<file path="config.mk">
export PLATFORM = sky130hd
export DESIGN_NAME = fetch_flat
export DESIGN_NICKNAME = d
export VERILOG_FILES = /design/src/rtl/fetch_if.sv /design/src/rtl/fetch.sv /design/src/flat_wrapper.sv
export SDC_FILE = /design/constraint.sdc
export NUM_CORES = 1
export LEC_CHECK = 0
export ABC_AREA = 1
export ABC_CLOCK_PERIOD_IN_PS = 10400
export BUFFER_PORTS_ARGS = -buffer_cell sky130_fd_sc_hd__buf_2
export CAP_MARGIN = 20
export CORE_ASPECT_RATIO = 1.1
export CORE_MARGIN = 2
export CORE_UTILIZATION = 25
export DETAILED_ROUTE_END_ITERATION = 10
export PLACE_DENSITY = 0.46
export SLEW_MARGIN = 25
export SYNTH_ARGS = -nofsm -noshare
export SYNTH_HDL_FRONTEND = slang
export SYNTH_SLANG_ARGS = --single-unit
export TNS_END_PERCENT = 5
</file>
<file path="constraint.sdc">
create_clock -name clk_i -period 10.4 [get_ports clk_i]
set_clock_uncertainty 0.05 [all_clocks]
set_input_delay 2.6 -clock clk_i [delete_from_list [all_inputs] [get_ports clk_i]]
set_output_delay 2.6 -clock clk_i [all_outputs]
set_load 0.005 [all_outputs]
</file>
<file path="src/rtl/fetch_if.sv">
// Bus bundle of the fetch unit: instruction-memory port and the decode-side stream.
interface fetch_if;
  // Handshakes: a fetch transfers on a rising edge with imem_req_o && imem_gnt_i, and req/addr hold
  // until then; imem_rvalid_i returns one word per grant, in order, one or more cycles later;
  // decode takes an instruction when valid_o && !stall_i, and outputs hold while stalled.
  logic        imem_req_o;
  logic [31:0] imem_addr_o;
  logic        imem_gnt_i;
  logic        imem_rvalid_i;
  logic [31:0] imem_rdata_i;
  logic        redirect_i;
  logic [31:0] redirect_pc_i;
  logic        stall_i;
  logic        valid_o;
  logic [31:0] instruction_o;
  logic [31:0] pc_o;

  modport master (
    output imem_req_o, imem_addr_o, valid_o, instruction_o, pc_o,
    input  imem_gnt_i, imem_rvalid_i, imem_rdata_i, redirect_i, redirect_pc_i, stall_i
  );

  modport slave (
    input  imem_req_o, imem_addr_o, valid_o, instruction_o, pc_o,
    output imem_gnt_i, imem_rvalid_i, imem_rdata_i, redirect_i, redirect_pc_i, stall_i
  );
endinterface

</file>
<file path="src/rtl/fetch.sv">
// Instruction fetch: credit-limited sequential fetching into a small {pc, instruction} FIFO,
// with redirect flush and draining of responses that belong to the abandoned stream.
module fetch #(
  parameter logic [31:0] RESET_PC  = 32'h0000_0000,
  parameter int unsigned BUF_DEPTH = 2
) (
  input  logic       clk_i,
  input  logic       n_rst,
  fetch_if.master    bus,
  output logic [1:0] state_o
);
  localparam int unsigned PW   = $clog2(BUF_DEPTH);
  localparam int unsigned CW   = $clog2(BUF_DEPTH + 1);
  localparam int unsigned CW1  = CW + 1;
  localparam int unsigned LAST = BUF_DEPTH - 1;
  localparam logic [CW:0]   DEPTH_W  = CW1'(BUF_DEPTH);
  localparam logic [PW-1:0] LAST_PTR = PW'(LAST);
  localparam logic [31:0]   NOP      = 32'h0000_0013;

  typedef enum logic [1:0] {IDLE = 2'd0, RUN = 2'd1, DRAIN = 2'd2} state_t;

  state_t        state_q, state_d;
  logic [31:0]   fetch_pc_q, fetch_pc_d;
  logic [31:0]   resp_pc_q, resp_pc_d;
  logic [CW-1:0] outst_q, outst_d;
  logic [CW-1:0] count_q, count_d;
  logic [CW-1:0] discard_q, discard_d;
  logic [PW-1:0] rd_ptr_q, rd_ptr_d;
  logic [PW-1:0] wr_ptr_q, wr_ptr_d;
  logic [31:0]   buf_pc_q  [BUF_DEPTH];
  logic [31:0]   buf_ins_q [BUF_DEPTH];

  logic [CW:0]   inflight;
  logic [31:0]   target_pc;
  logic          req, grant, resp_ok, drop, valid, push, pop;
  logic          unused_rpc;

  function automatic logic [PW-1:0] ptr_inc(input logic [PW-1:0] p);
    return (p == LAST_PTR) ? '0 : p + PW'(1);
  endfunction

  // A pop in the same cycle is deliberately not credited, so the request only looks at registers.
  assign inflight   = CW1'(count_q) + CW1'(outst_q);
  assign req        = n_rst && (state_q == RUN) && (inflight < DEPTH_W);
  assign grant      = req && bus.imem_gnt_i;
  assign resp_ok    = bus.imem_rvalid_i && (state_q == RUN) && (outst_q != '0);
  assign drop       = bus.imem_rvalid_i && (state_q == DRAIN) && (discard_q != '0);
  assign valid      = n_rst && (count_q != '0);
  assign push       = resp_ok && !bus.redirect_i;
  assign pop        = valid && !bus.stall_i && !bus.redirect_i;
  assign target_pc  = {bus.redirect_pc_i[31:2], 2'b00};
  assign unused_rpc = ^bus.redirect_pc_i[1:0];

  always_comb begin
    state_d    = state_q;
    fetch_pc_d = fetch_pc_q;
    resp_pc_d  = resp_pc_q;
    outst_d    = outst_q;
    count_d    = count_q;
    discard_d  = discard_q;
    rd_ptr_d   = rd_ptr_q;
    wr_ptr_d   = wr_ptr_q;
    unique case (state_q)
      IDLE: begin
        state_d = RUN;
        if (bus.redirect_i) begin
          fetch_pc_d = target_pc;
          resp_pc_d  = target_pc;
        end
      end
      RUN: begin
        if (bus.redirect_i) begin
          // Everything granted so far (this cycle's grant included) is now stale.
          fetch_pc_d = target_pc;
          resp_pc_d  = target_pc;
          outst_d    = '0;
          count_d    = '0;
          rd_ptr_d   = '0;
          wr_ptr_d   = '0;
          discard_d  = outst_q + CW'(grant) - CW'(resp_ok);
          state_d    = (discard_d != '0) ? DRAIN : RUN;
        end else begin
          if (grant) fetch_pc_d = fetch_pc_q + 32'd4;
          outst_d = outst_q + CW'(grant) - CW'(resp_ok);
          if (push) begin
            wr_ptr_d  = ptr_inc(wr_ptr_q);
            resp_pc_d = resp_pc_q + 32'd4;
          end
          if (pop) rd_ptr_d = ptr_inc(rd_ptr_q);
          count_d = count_q + CW'(push) - CW'(pop);
        end
      end
      DRAIN: begin
        if (bus.redirect_i) begin
          fetch_pc_d = target_pc;
          resp_pc_d  = target_pc;
        end
        discard_d = discard_q - CW'(drop);
        if (discard_d == '0) state_d = RUN;
      end
      default: state_d = IDLE;
    endcase
  end

  always_ff @(posedge clk_i) begin
    if (!n_rst) begin
      state_q    <= IDLE;
      fetch_pc_q <= RESET_PC;
      resp_pc_q  <= RESET_PC;
      outst_q    <= '0;
      count_q    <= '0;
      discard_q  <= '0;
      rd_ptr_q   <= '0;
      wr_ptr_q   <= '0;
    end else begin
      state_q    <= state_d;
      fetch_pc_q <= fetch_pc_d;
      resp_pc_q  <= resp_pc_d;
      outst_q    <= outst_d;
      count_q    <= count_d;
      discard_q  <= discard_d;
      rd_ptr_q   <= rd_ptr_d;
      wr_ptr_q   <= wr_ptr_d;
    end
  end

  always_ff @(posedge clk_i) begin
    if (push) begin
      buf_pc_q[wr_ptr_q]  <= resp_pc_q;
      buf_ins_q[wr_ptr_q] <= bus.imem_rdata_i;
    end
  end

  assign bus.imem_req_o    = req;
  assign bus.imem_addr_o   = fetch_pc_q;
  assign bus.valid_o       = valid;
  assign bus.instruction_o = valid ? buf_ins_q[rd_ptr_q] : NOP;
  assign bus.pc_o          = valid ? buf_pc_q[rd_ptr_q] : 32'h0;
  assign state_o           = state_q;
endmodule
</file>
<file path="src/flat_wrapper.sv">
// flat-port wrapper written by rule: the top's interface ports become plain ports
module fetch_flat 
#(
  parameter logic [31:0] RESET_PC  = 32'h0000_0000,
  parameter int unsigned BUF_DEPTH = 2
)
  (clk_i, n_rst, state_o, bus_imem_req_o, bus_imem_addr_o, bus_valid_o, bus_instruction_o, bus_pc_o, bus_imem_gnt_i, bus_imem_rvalid_i, bus_imem_rdata_i, bus_redirect_i, bus_redirect_pc_i, bus_stall_i);
  fetch_if bus_i ();
  input  logic clk_i;
  input  logic n_rst;
  output logic [1:0] state_o;
  output wire logic [$bits(bus_i.imem_req_o)-1:0] bus_imem_req_o;
  output wire logic [$bits(bus_i.imem_addr_o)-1:0] bus_imem_addr_o;
  output wire logic [$bits(bus_i.valid_o)-1:0] bus_valid_o;
  output wire logic [$bits(bus_i.instruction_o)-1:0] bus_instruction_o;
  output wire logic [$bits(bus_i.pc_o)-1:0] bus_pc_o;
  input wire logic [$bits(bus_i.imem_gnt_i)-1:0] bus_imem_gnt_i;
  input wire logic [$bits(bus_i.imem_rvalid_i)-1:0] bus_imem_rvalid_i;
  input wire logic [$bits(bus_i.imem_rdata_i)-1:0] bus_imem_rdata_i;
  input wire logic [$bits(bus_i.redirect_i)-1:0] bus_redirect_i;
  input wire logic [$bits(bus_i.redirect_pc_i)-1:0] bus_redirect_pc_i;
  input wire logic [$bits(bus_i.stall_i)-1:0] bus_stall_i;
  assign bus_imem_req_o = bus_i.imem_req_o;
  assign bus_imem_addr_o = bus_i.imem_addr_o;
  assign bus_valid_o = bus_i.valid_o;
  assign bus_instruction_o = bus_i.instruction_o;
  assign bus_pc_o = bus_i.pc_o;
  assign bus_i.imem_gnt_i = bus_imem_gnt_i;
  assign bus_i.imem_rvalid_i = bus_imem_rvalid_i;
  assign bus_i.imem_rdata_i = bus_imem_rdata_i;
  assign bus_i.redirect_i = bus_redirect_i;
  assign bus_i.redirect_pc_i = bus_redirect_pc_i;
  assign bus_i.stall_i = bus_stall_i;
  fetch #(.RESET_PC(RESET_PC), .BUF_DEPTH(BUF_DEPTH)) u_core (.clk_i(clk_i), .n_rst(n_rst), .bus(bus_i), .state_o(state_o));
endmodule
</file>
==> results of run 1 <==
## power groups by stage
stage,logic [mW],registers (mW),clock network (mW)
3_5_place_dp,0.132,0.904,0
3_3_place_gp,0.129,0.903,0
6_report,0.131,0.886,0.635
2_1_floorplan,0.0851,0.890,0
4_1_cts,0.133,0.886,0.664
5_1_grt,0.149,0.892,0.684
## layout make-up
type | count | area (um^2)
flip-flops and latches | 195 | 5146
clock buffers | 19 | 432.9
well taps | 500 | 625.6
repair buffers | 172 | 883.3
inverters | 131 | 491.7
fillers | 4136 | 26730
multi-input cells | 730 | 3859
clock inverters | 13 | 113.9
diodes | 1 | 2.502
## cells by family after synthesis
logic type	share of synthesized area
flops	0.5273
fa+ha+maj	0.01103
other cells	0.0003843
mux	0.06809
buf+inv	0.07989
xor+xnor	0.02244
compound gates	0.1078
simple gates	0.1830
## synthesized netlist by cell type
library cell	count
nand2_1	263
inv_1	126
edfxtp_1	124
a21oi_1	112
nor2_1	85
dfxtp_1	71
o21ai_0	62
mux2_2	59
nand3_1	52
buf_2	23
xor2_1	17
clkbuf_1	12
buf_4	9
nor2_2	9
o21ai_1	9
xnor2_1	8
ha_1	7
buf_6	5
inv_2	5
a31oi_1	4
nor2_4	4
nor3_1	4
o21bai_1	4
and2_1	3
nand4_1	3
o211ai_1	3
o22ai_1	3
or2_2	3
nor3b_1	2
nor4_1	2
o21ai_2	2
a211oi_1	1
a21boi_0	1
buf_1	1
conb_1	1
fa_1	1
nand2_2	1
nand3b_1	1
o21a_1	1
## state kept, by name (all words and copies together), names as in the netlist, named ones only
register,count
u_core.state_o,2
u_core.buf_pc_q,60
u_core.rd_ptr_q,1
u_core.buf_ins_q,64
u_core.count_q,2
u_core.outst_q,2
u_core.bus.imem_addr_o,30
u_core.wr_ptr_q,1
u_core.discard_q,2
u_core.resp_pc_q,30
## per-layer routing
layer / up-vias / track usage
li1: 3927 / -
met1: 3592 / 0.1865
met2: 172 / 0.2153
met3: 18 / 0.02193
met4: 0 / 0.04291
met5: - / 0
## final timing paths
check                                                     from                                endpoint  cells after the start
worst max-delay path                                     n_rst                            bus_pc_o[28]                      7
worst min-delay path              u_core.wr_ptr_q$_SDFFE_PN0P_            u_core.wr_ptr_q$_SDFFE_PN0P_                      2
worst max register to register  u_core.count_q[0]$_SDFFE_PN0N_  u_core.bus.imem_addr_o[4]$_SDFFE_PN0P_                     11
worst min register to register    u_core.wr_ptr_q$_SDFFE_PN0P_            u_core.wr_ptr_q$_SDFFE_PN0P_                      2
## metrics by stage
step	std cells	cell area (um^2)	util
detailed placement	1728	11010	0.2875
floorplan	1106	9768	-
global route	1761	11550	0.3018
CTS	1760	11550	0.3017
finish	1761	11550	0.3018
global placement	1728	11010	0.2875
## worst reg2reg max path: cells and delay by family, from the launching register on
| kind | cells | cell delay, ns |
|---|---|---|
| adders and majority gates | 1 | 0.42 |
| buffers and inverters | 3 | 0.77 |
| AOI/OAI and AO/OA | 2 | 0.36 |
| and+or+nand+nor | 5 | 0.52 |
| DFF | 1 | 0.38 |
==> impl_metrics.env, run 1 <==
export IMPL_outcome="complete, no violations"
export IMPL_post_drt_wl_per_cell_um=15.39
export IMPL_fin_crit_sh=0.6760
export IMPL_grt_pass1_wl_um=42320
export IMPL_postRouteAntennaNets=0
export IMPL_synth_seq_area_share=0.5273
export IMPL_ioPinCount=170
export IMPL_arrival_ns=4.38
export IMPL_cts_buffers=17
export IMPL_layout_common_cells="nand2_1, buf_2, inv_1"
export IMPL_max_stage_delay_ns=0.63
export IMPL_clkPwrFrac=0.384
export IMPL_nets=1325
export IMPL_finalSetupTns_ns=0
export IMPL_powerDensity_nw_per_um2=143.0
export IMPL_clk_latency_ns=0.44
export IMPL_die_y_um=211.2
export IMPL_htreeDepth=4
export IMPL_path_delay_family="buffers and inverters"
export IMPL_hold_viol=0
export IMPL_synthToLayoutAreaGrowth_pct=18.43
export IMPL_cts_tree="built"
export IMPL_period_needed_ns=7.030
export IMPL_cp_slowest_cell="nor2_4"
export IMPL_path_cells="buf_2 > inv_1 > nor2_4 > buf_4 > nand2_1 > inv_1 > buf_2"
export IMPL_drv_slew=0
export IMPL_coreArea_um2=38290
export IMPL_cts_resized=0
export IMPL_grt_use_total=0.1351
export IMPL_post_cts_setup_buffers=0
export IMPL_yosys_top_cells_area="edfxtp_1, dfxtp_1, nand2_1"
export IMPL_yosys_area_top_type="edfxtp_1"
export IMPL_first_pass_iters=4
export IMPL_whs_ns=0.4483
export IMPL_synthCells=1103
export IMPL_start_util=0.2548
export IMPL_share_comb_of_total_power=0.079
export IMPL_clk_pin_slew_worst_paths_ns=0.07
export IMPL_p_int_mw=1.227
export IMPL_portBuffers=163
export IMPL_place_ws_ns=3.277
export IMPL_setup_violations=0
export IMPL_p_leak_nw=4.841
export IMPL_ctsHoldBuffers=0
export IMPL_yosys_warnings=0
export IMPL_wirelength_met1_um=13200
export IMPL_ir_drop_mv=0.1169
export IMPL_crit_path_end_kind="output pin"
export IMPL_grt_setup_unrepaired="false"
export IMPL_synth_top_area_share=0.3816
export IMPL_first_global_vias=7605
export IMPL_drc=0
export IMPL_via_per_inst=4.378
export IMPL_antenna_found_initial=1
export IMPL_max_slew_worst_pin_slew_ns=0.9413
export IMPL_netlist_area_um2=9757
export IMPL_wl_um=27100
export IMPL_cp_max_fo=40
export IMPL_relSlewSlack=0.3725
export IMPL_p_switching_mw=0.4261
export IMPL_clock_root_buffer="clkbuf_16"
export IMPL_switching_share=0.2578
export IMPL_syn_avg_cell_area_um2=8.846
export IMPL_num_rows=75
export IMPL_dr_wl_met2_um=12430
export IMPL_clk_path_buf_depth=2
export IMPL_place_hpwl_um=18160
export IMPL_worstPathRequired_ns=7.75
export IMPL_wl_met3_um=1084
export IMPL_vias=7709
export IMPL_ys_types=39
export IMPL_cts_sinks=195
export IMPL_drive_gt1_frac=0.2302
export IMPL_fin_ws_ns=3.370
export IMPL_path_buf_inv=5
export IMPL_layout_commonest_cell="nand2_1"
export IMPL_die_area_um2=40630
export IMPL_ys_ff_latch=195
export IMPL_grt_max_degree=67
export IMPL_die_w_um=192.4
export IMPL_worstSetupStartpointType="input port"
export IMPL_fmax_ghz=0.1422
export IMPL_criticalPathCategory="in -> out"
export IMPL_top_layer="met4"
export IMPL_min_path_type="reg -> reg"
export IMPL_grt_overflow_total=0
export IMPL_seqPwrFrac=0.536
export IMPL_report_power_total_mw=1.653
export IMPL_drtIter0Drc=260
export IMPL_gp_congestion=0.8149
export IMPL_r2r_setup_slack_ns=7.83
export IMPL_maxCapViolCount=0
Note: power is estimated with default switching activity, not from simulation.
==> run 2: changes to the inputs <==
ABC_AREA = 0   (was 1)
ABC_CLOCK_PERIOD_IN_PS = 7300   (was 10400)
clock period = 7.3 ns   (was 10.4 ns; I/O delays follow)
==> run 2 against run 1 <==
  * Die area down 3.7%
  * Power up 48%
  * Sequential power up 43%
  * Critical path depth down 1
  * Critical path type unchanged
  * Worst hold slack better by 0.033 ns
  * Final cell count down 13%
  * Synthesized cell count down 20%
  * Worst setup slack worse by 1.2 ns
  * Combinational power up 49%
==> impl_metrics.env, run 2 <==
export IMPL_endpoint="bus_imem_req_o"
export IMPL_ioPinCount=170
export IMPL_clk_path_buf_depth=2
export IMPL_ys_types=84
export IMPL_start_util=0.2534
export IMPL_clock_root_buffer="clkbuf_16"
export IMPL_synth_top_family_by_area="simple AND/OR/NAND/NOR gates"
export IMPL_max_slew_worst_pin_slew_ns=0.9544
export IMPL_multi_input_area_um2=3929
export IMPL_yosys_area_share_simple=0.1764
export IMPL_die_y_um=207.2
export IMPL_n_antenna_cell=0
export IMPL_synthToLayoutAreaGrowth_pct=20.13
export IMPL_yosys_warnings=0
export IMPL_postRouteAntennaNets=0
export IMPL_wl_um=27120
export IMPL_synthFlopType="edfxtp_1"
export IMPL_fillers=3894
export IMPL_regArea_um2=5149
export IMPL_worstSetupStartpointType="input port"
export IMPL_crit_path_end_kind="output pin"
export IMPL_top_register="u_core.buf_ins_q"
export IMPL_ir_drop_mv=0.1601
export IMPL_cts_tree="built"
export IMPL_syn_avg_cell_area_um2=10.63
export IMPL_synth_async_reset_ratio=0
export IMPL_r2r_setup_slack_ns=3.87
export IMPL_grt_max_degree=63
export IMPL_ff2ff_path_depth=5
export IMPL_r2r_end="u_core.buf_ins_q[1][6]$_DFFE_PP_"
export IMPL_hold_viol=0
export IMPL_synthCells=883
export IMPL_outcome="complete, no violations"
export IMPL_grt_use_total=0.1364
export IMPL_cts_resized=0
export IMPL_powerDensity_nw_per_um2=216.3
export IMPL_criticalPathCategory="in -> out"
export IMPL_grt_pass1_wl_um=41280
export IMPL_maxCapViolCount=0
export IMPL_synth_edff_count=124
export IMPL_drc=0
export IMPL_drv_slew=0
export IMPL_largest_reg_flops=64
export IMPL_clk_latency_ns=0.45
export IMPL_die_area_um2=39110
export IMPL_worstPathRequired_ns=5.43
export IMPL_coreArea_um2=37040
export IMPL_report_power_total_mw=2.439
export IMPL_ctsHoldBuffers=0
export IMPL_place_hpwl_um=18570
export IMPL_reg_top3="u_core.buf_ins_q: 64 flops, u_core.buf_pc_q: 60 flops"
export IMPL_setup_violations=0
export IMPL_gp_congestion=0.7560
export IMPL_drive_gt1_frac=0.2357
export IMPL_cts_buffers=17
export IMPL_p_leak_nw=4.113
export IMPL_synth_common_cells="nor2_1, edfxtp_1, dfxtp_1"
export IMPL_netlist_area_um2=9385
export IMPL_die_w_um=188.7
export IMPL_synthAdderAreaFrac=0.01147
export IMPL_synth_compound_area_frac=0.1426
export IMPL_yosys_area_top_type="edfxtp_1"
export IMPL_synth_top_area_share=0.3967
export IMPL_layout_common_cells="buf_2, nor2_1, edfxtp_1"
export IMPL_num_rows=74
export IMPL_via_per_inst=4.845
export IMPL_post_drt_wl_per_cell_um=17.78
export IMPL_regToRegStartpoint="u_core.state_o[0]$_SDFFE_PN0P_"
export IMPL_fin_crit_sh=0.7056
export IMPL_relSlewSlack=0.3613
export IMPL_cp_max_fo=46
export IMPL_nets=1096
export IMPL_min_path_type="reg -> reg"
export IMPL_clk_pin_slew_worst_paths_ns=0.07
export IMPL_post_cts_setup_buffers=0
export IMPL_htreeDepth=4
export IMPL_critPathLaunch="n_rst"
export IMPL_cts_sinks=195
export IMPL_vias=7388
export IMPL_yosys_top_cells_area="edfxtp_1, dfxtp_1, mux2i_1"
export IMPL_period_needed_ns=5.151
export IMPL_grt_overflow_total=0
export IMPL_first_pass_iters=5
export IMPL_muxShareOfSynthArea=0.07999
export IMPL_synth_xor_area_frac=0.003733
export IMPL_drtIter0Drc=472
export IMPL_grt_setup_unrepaired="false"
export IMPL_arrival_ns=3.28
export IMPL_first_global_vias=6869
export IMPL_finalSetupTns_ns=0
export IMPL_ys_ff_latch=195
export IMPL_post_synth_top_count_cell="nor2_1"
export IMPL_synth_seq_area_share=0.5482
export IMPL_antenna_found_initial=0
export IMPL_portBuffers=163
export IMPL_layout_commonest_cell="buf_2"
export IMPL_fmax_ghz=0.1942
run 2: changes by cell type after synthesis, moves of 13 or more:
cell and change:
nand2_1 -207, inv_1 -114, mux2i_1 +66, a21oi_1 -62, mux2_2 -54, nor2_1 +42
nand3_1 -27, nand4_1 +19, xor2_1 -16, o21ai_0 -13
run 2: worst max-delay path, cell delays in order:
cell	delay [ns]
buf_2	0.12
buf_4	0.42
inv_2	0.04
buf_4	0.30
nor4_1	0.36
buf_2	0.17
run 2: worst min-delay path by stage:
stage                                            startpoint  cells after the start                          endpoint
after global routing      u_core.resp_pc_q[30]$_SDFFE_PN0P_                      0  u_core.buf_pc_q[1][30]$_DFFE_PP_
after detailed placement  u_core.resp_pc_q[30]$_SDFFE_PN0P_                      0  u_core.buf_pc_q[1][30]$_DFFE_PP_
after floorplan           u_core.resp_pc_q[10]$_SDFFE_PN0P_                      0  u_core.buf_pc_q[0][10]$_DFFE_PP_
final                     u_core.resp_pc_q[30]$_SDFFE_PN0P_                      0  u_core.buf_pc_q[1][30]$_DFFE_PP_
after global placement         u_core.rd_ptr_q$_SDFFE_PN0P_                      2      u_core.rd_ptr_q$_SDFFE_PN0P_
after CTS                 u_core.resp_pc_q[30]$_SDFFE_PN0P_                      0  u_core.buf_pc_q[1][30]$_DFFE_PP_
run 2: area by class of cell:
type,instances,area share
Multi-Input combinational cell,615,0.3485
Clock inverter,12,0.01132
Inverter,13,0.004328
Sequential cell,195,0.4567
Timing Repair Buffer,176,0.08101
Tap cell,494,0.05482
Clock buffer,20,0.04339
run 2: through the flow:
| stage | utilization | area, um^2 | worst slack [ns] | hold slack, ns | instances |
|---|---|---|---|---|---|
| after CTS | 0.3044 | 11270 | 2.087 | 0.4868 | 1525 |
| after floorplan | - | 9402 | 1.920 | 0.3702 | 886 |
| after global placement | 0.2878 | 10660 | 2.102 | 0.4676 | 1493 |
| after detailed placement | 0.2878 | 10660 | 2.092 | 0.4760 | 1493 |
| after global routing | 0.3044 | 11270 | 2.020 | 0.5134 | 1525 |
| final | 0.3044 | 11270 | 2.149 | 0.4816 | 1525 |
run 2: logic make-up (layout without fill, tap and decap cells):
| kind of cell | Yosys count | count (layout) |
|---|---|---|
| flip-flops | 195 | 195 |
| AND/OR/NAND/NOR | 323 | 323 |
| XOR/XNOR | 4 | 4 |
| adder cells (fa/ha/maj) | 8 | 8 |
| buffers and inverters | 76 | 221 |
| other | 1 | 4 |
| AO/OA/AOI/OAI | 202 | 202 |
| multiplexers | 74 | 74 |
run 2: power by group:
| part | leakage [nW] | internal (mW) | total [mW] | switching, mW |
|---|---|---|---|---|
| combinational | 2.09 | 0.0760 | 0.195 | 0.119 |
| clock | 0.306 | 0.533 | 0.978 | 0.444 |
| sequential | 1.72 | 1.21 | 1.27 | 0.0520 |
run 2: layer usage:
metal / GRT usage / part of all wire / vias up
li1: - / - / 3568
met1: 0.1918 / 0.48 / 3566
met2: 0.2113 / 0.45 / 234
met3: 0.03229 / 0.056 / 20
met4: 0.03314 / 0.013 / 0
met5: 0 / 0 / -
==> run 3: changes to the inputs <==
ABC_AREA = 1   (was 0)
ABC_CLOCK_PERIOD_IN_PS = 4300   (was 7300)
PLACE_DENSITY = 0.47   (was 0.46)
clock period = 4.3 ns   (was 7.3 ns; I/O delays follow)
==> run 3 against run 2 <==
  * Sequential cell count unchanged
  * Clock power up 65%
  * Combinational power up 64%
  * Final area up 3.1%
  * Global-route usage down 0.17 points
  * Critical endpoint is now bus_instruction_o[11]
==> impl_metrics.env, run 3 (synthesized netlist as in run 1, its figures left out) <==
export IMPL_outcome="complete, no violations"
export IMPL_htreeDepth=4
export IMPL_cts_tree="built"
export IMPL_ctsHoldBuffers=0
export IMPL_cts_sinks=195
export IMPL_drive_gt1_frac=0.2300
export IMPL_clk_pin_slew_worst_paths_ns=0.07
export IMPL_num_rows=75
export IMPL_final_util=0.3037
export IMPL_period_needed_ns=3.376
export IMPL_die_y_um=211.2
export IMPL_layout_common_cells="nand2_1, buf_2, inv_1"
export IMPL_vias=7842
export IMPL_whs_ns=0.4467
export IMPL_start_util=0.2548
export IMPL_layout_commonest_cell="nand2_1"
export IMPL_max_slew_worst_pin_slew_ns=0.9131
export IMPL_p_leak_nw=4.870
export IMPL_die_area_um2=40630
export IMPL_finalSetupTns_ns=0
export IMPL_place_hpwl_um=18160
export IMPL_n_antenna_cell=0
export IMPL_antenna_found_initial=0
export IMPL_wl_um=26910
export IMPL_crit_path_end_kind="output pin"
export IMPL_fmax_ghz=0.2962
export IMPL_first_global_vias=7521
export IMPL_multi_input_area_um2=3865
export IMPL_largest_reg_flops=64
export IMPL_top_register="u_core.buf_ins_q"
export IMPL_criticalPathCategory="reg -> out"
export IMPL_r2r_end="u_core.bus.imem_addr_o[31]$_SDFFE_PN0P_"
export IMPL_first_pass_iters=4
export IMPL_hold_viol=0
export IMPL_cp_max_fo=34
export IMPL_arrival_ns=2.25
export IMPL_min_path_type="reg -> reg"
export IMPL_report_power_total_mw=4.073
export IMPL_via_per_inst=4.453
export IMPL_grt_pass1_wl_um=41880
export IMPL_synthToLayoutAreaGrowth_pct=19.16
export IMPL_regArea_um2=5146
export IMPL_r2r_setup_slack_ns=1.74
export IMPL_grt_max_degree=66
export IMPL_grt_overflow_total=0
export IMPL_dpl_instance_area_um2=11060
export IMPL_coreArea_um2=38290
export IMPL_postRouteAntennaNets=0
export IMPL_grt_use_total=0.1348
export IMPL_gp_congestion=0.7922
export IMPL_drtIter0Drc=336
export IMPL_nets=1326
export IMPL_ir_drop_mv=0.2859
export IMPL_drc=0
export IMPL_relSlewSlack=0.3913
export IMPL_fillers=4086
export IMPL_worstPathRequired_ns=3.17
export IMPL_fin_crit_sh=0.7852
export IMPL_portBuffers=163
export IMPL_holdPathStages=2
export IMPL_clock_root_buffer="clkbuf_16"
export IMPL_reg_top3="u_core.buf_ins_q: 64 flops, u_core.buf_pc_q: 60 flops"
export IMPL_powerDensity_nw_per_um2=350.3
export IMPL_post_cts_setup_buffers=0
export IMPL_cts_resized=0
export IMPL_clk_path_buf_depth=2
export IMPL_clk_latency_ns=0.44
export IMPL_final_area_um2=11630
export IMPL_post_drt_wl_per_cell_um=15.28
export IMPL_cts_buffers=17
export IMPL_grt_setup_unrepaired="false"
export IMPL_ff2ff_path_depth=11
export IMPL_worstSetupStartpointType="flip-flop"
export IMPL_setup_violations=0
export IMPL_die_w_um=192.4
export IMPL_drv_slew=0
export IMPL_ioPinCount=170
export IMPL_maxCapViolCount=0
export IMPL_endpoint="bus_instruction_o[11]"
export IMPL_regToRegStartpoint="u_core.count_q[0]$_SDFFE_PN0N_"
run 3: cell types whose count changed in the layout (fill, tap and decap cells not counted), moves of 10 or more:
cell	change
nand3_1	+27
a21oi_1	+62
inv_1	+113
nor2_1	-43
mux2_2	+54
o21ai_0	+13
and3_1	-10
nand2_1	+206
a31oi_1	-11
nand4_1	-19
mux2i_1	-66
xor2_1	+16
run 3: worst min path at each step:
stage                                 startpoint                           end  slack, ns
finish              u_core.wr_ptr_q$_SDFFE_PN0P_  u_core.wr_ptr_q$_SDFFE_PN0P_       0.45
global route        u_core.wr_ptr_q$_SDFFE_PN0P_  u_core.wr_ptr_q$_SDFFE_PN0P_       0.48
CTS                 u_core.wr_ptr_q$_SDFFE_PN0P_  u_core.wr_ptr_q$_SDFFE_PN0P_       0.46
detailed placement  u_core.wr_ptr_q$_SDFFE_PN0P_  u_core.wr_ptr_q$_SDFFE_PN0P_       0.44
global placement    u_core.wr_ptr_q$_SDFFE_PN0P_  u_core.wr_ptr_q$_SDFFE_PN0P_       0.43
floorplan           u_core.wr_ptr_q$_SDFFE_PN0P_  u_core.wr_ptr_q$_SDFFE_PN0P_       0.41
run 3: through the flow:
step / worst slack (ns) / instances
final: 0.9236 / 1761
after global routing: 0.7308 / 1761
after CTS: 0.8274 / 1761
after detailed placement: 0.9190 / 1729
after global placement: 0.9262 / 1729
after floorplan: 0.9340 / 1106
run 3: report_power, final:
| part | switching (mW) | internal [mW] |
|---|---|---|
| logic | 0.198 | 0.122 |
| clock network | 0.752 | 0.861 |
| registers | 0.0931 | 2.05 |
| total | 1.04 | 3.03 |
run 3: routing by layer:
layer,up-vias,part of all wire,wire length [um],global-route usage
met3,13,0.050,1354,0.03157
met5,-,0,0,0
met4,0,0.0097,262,0.03659
met1,3714,0.48,12810,0.1821
li1,3941,-,-,-
met2,174,0.46,12480,0.2152
run 3: cell type report:
cell class	count	area share
repair buffers	173	0.07985
inverters	131	0.04229
multi-input cells	730	0.3324
clock inverters	12	0.01141
clock buffers	20	0.03756
flip-flops and latches	195	0.4426
well taps	500	0.05381
run 3: critical path, stage by stage (launching register included):
cell,delay [ns]
dfxtp_2,0.88
buf_12,0.30
mux2_2,0.37
nand2_1,0.06
inv_1,0.04
buf_2,0.11
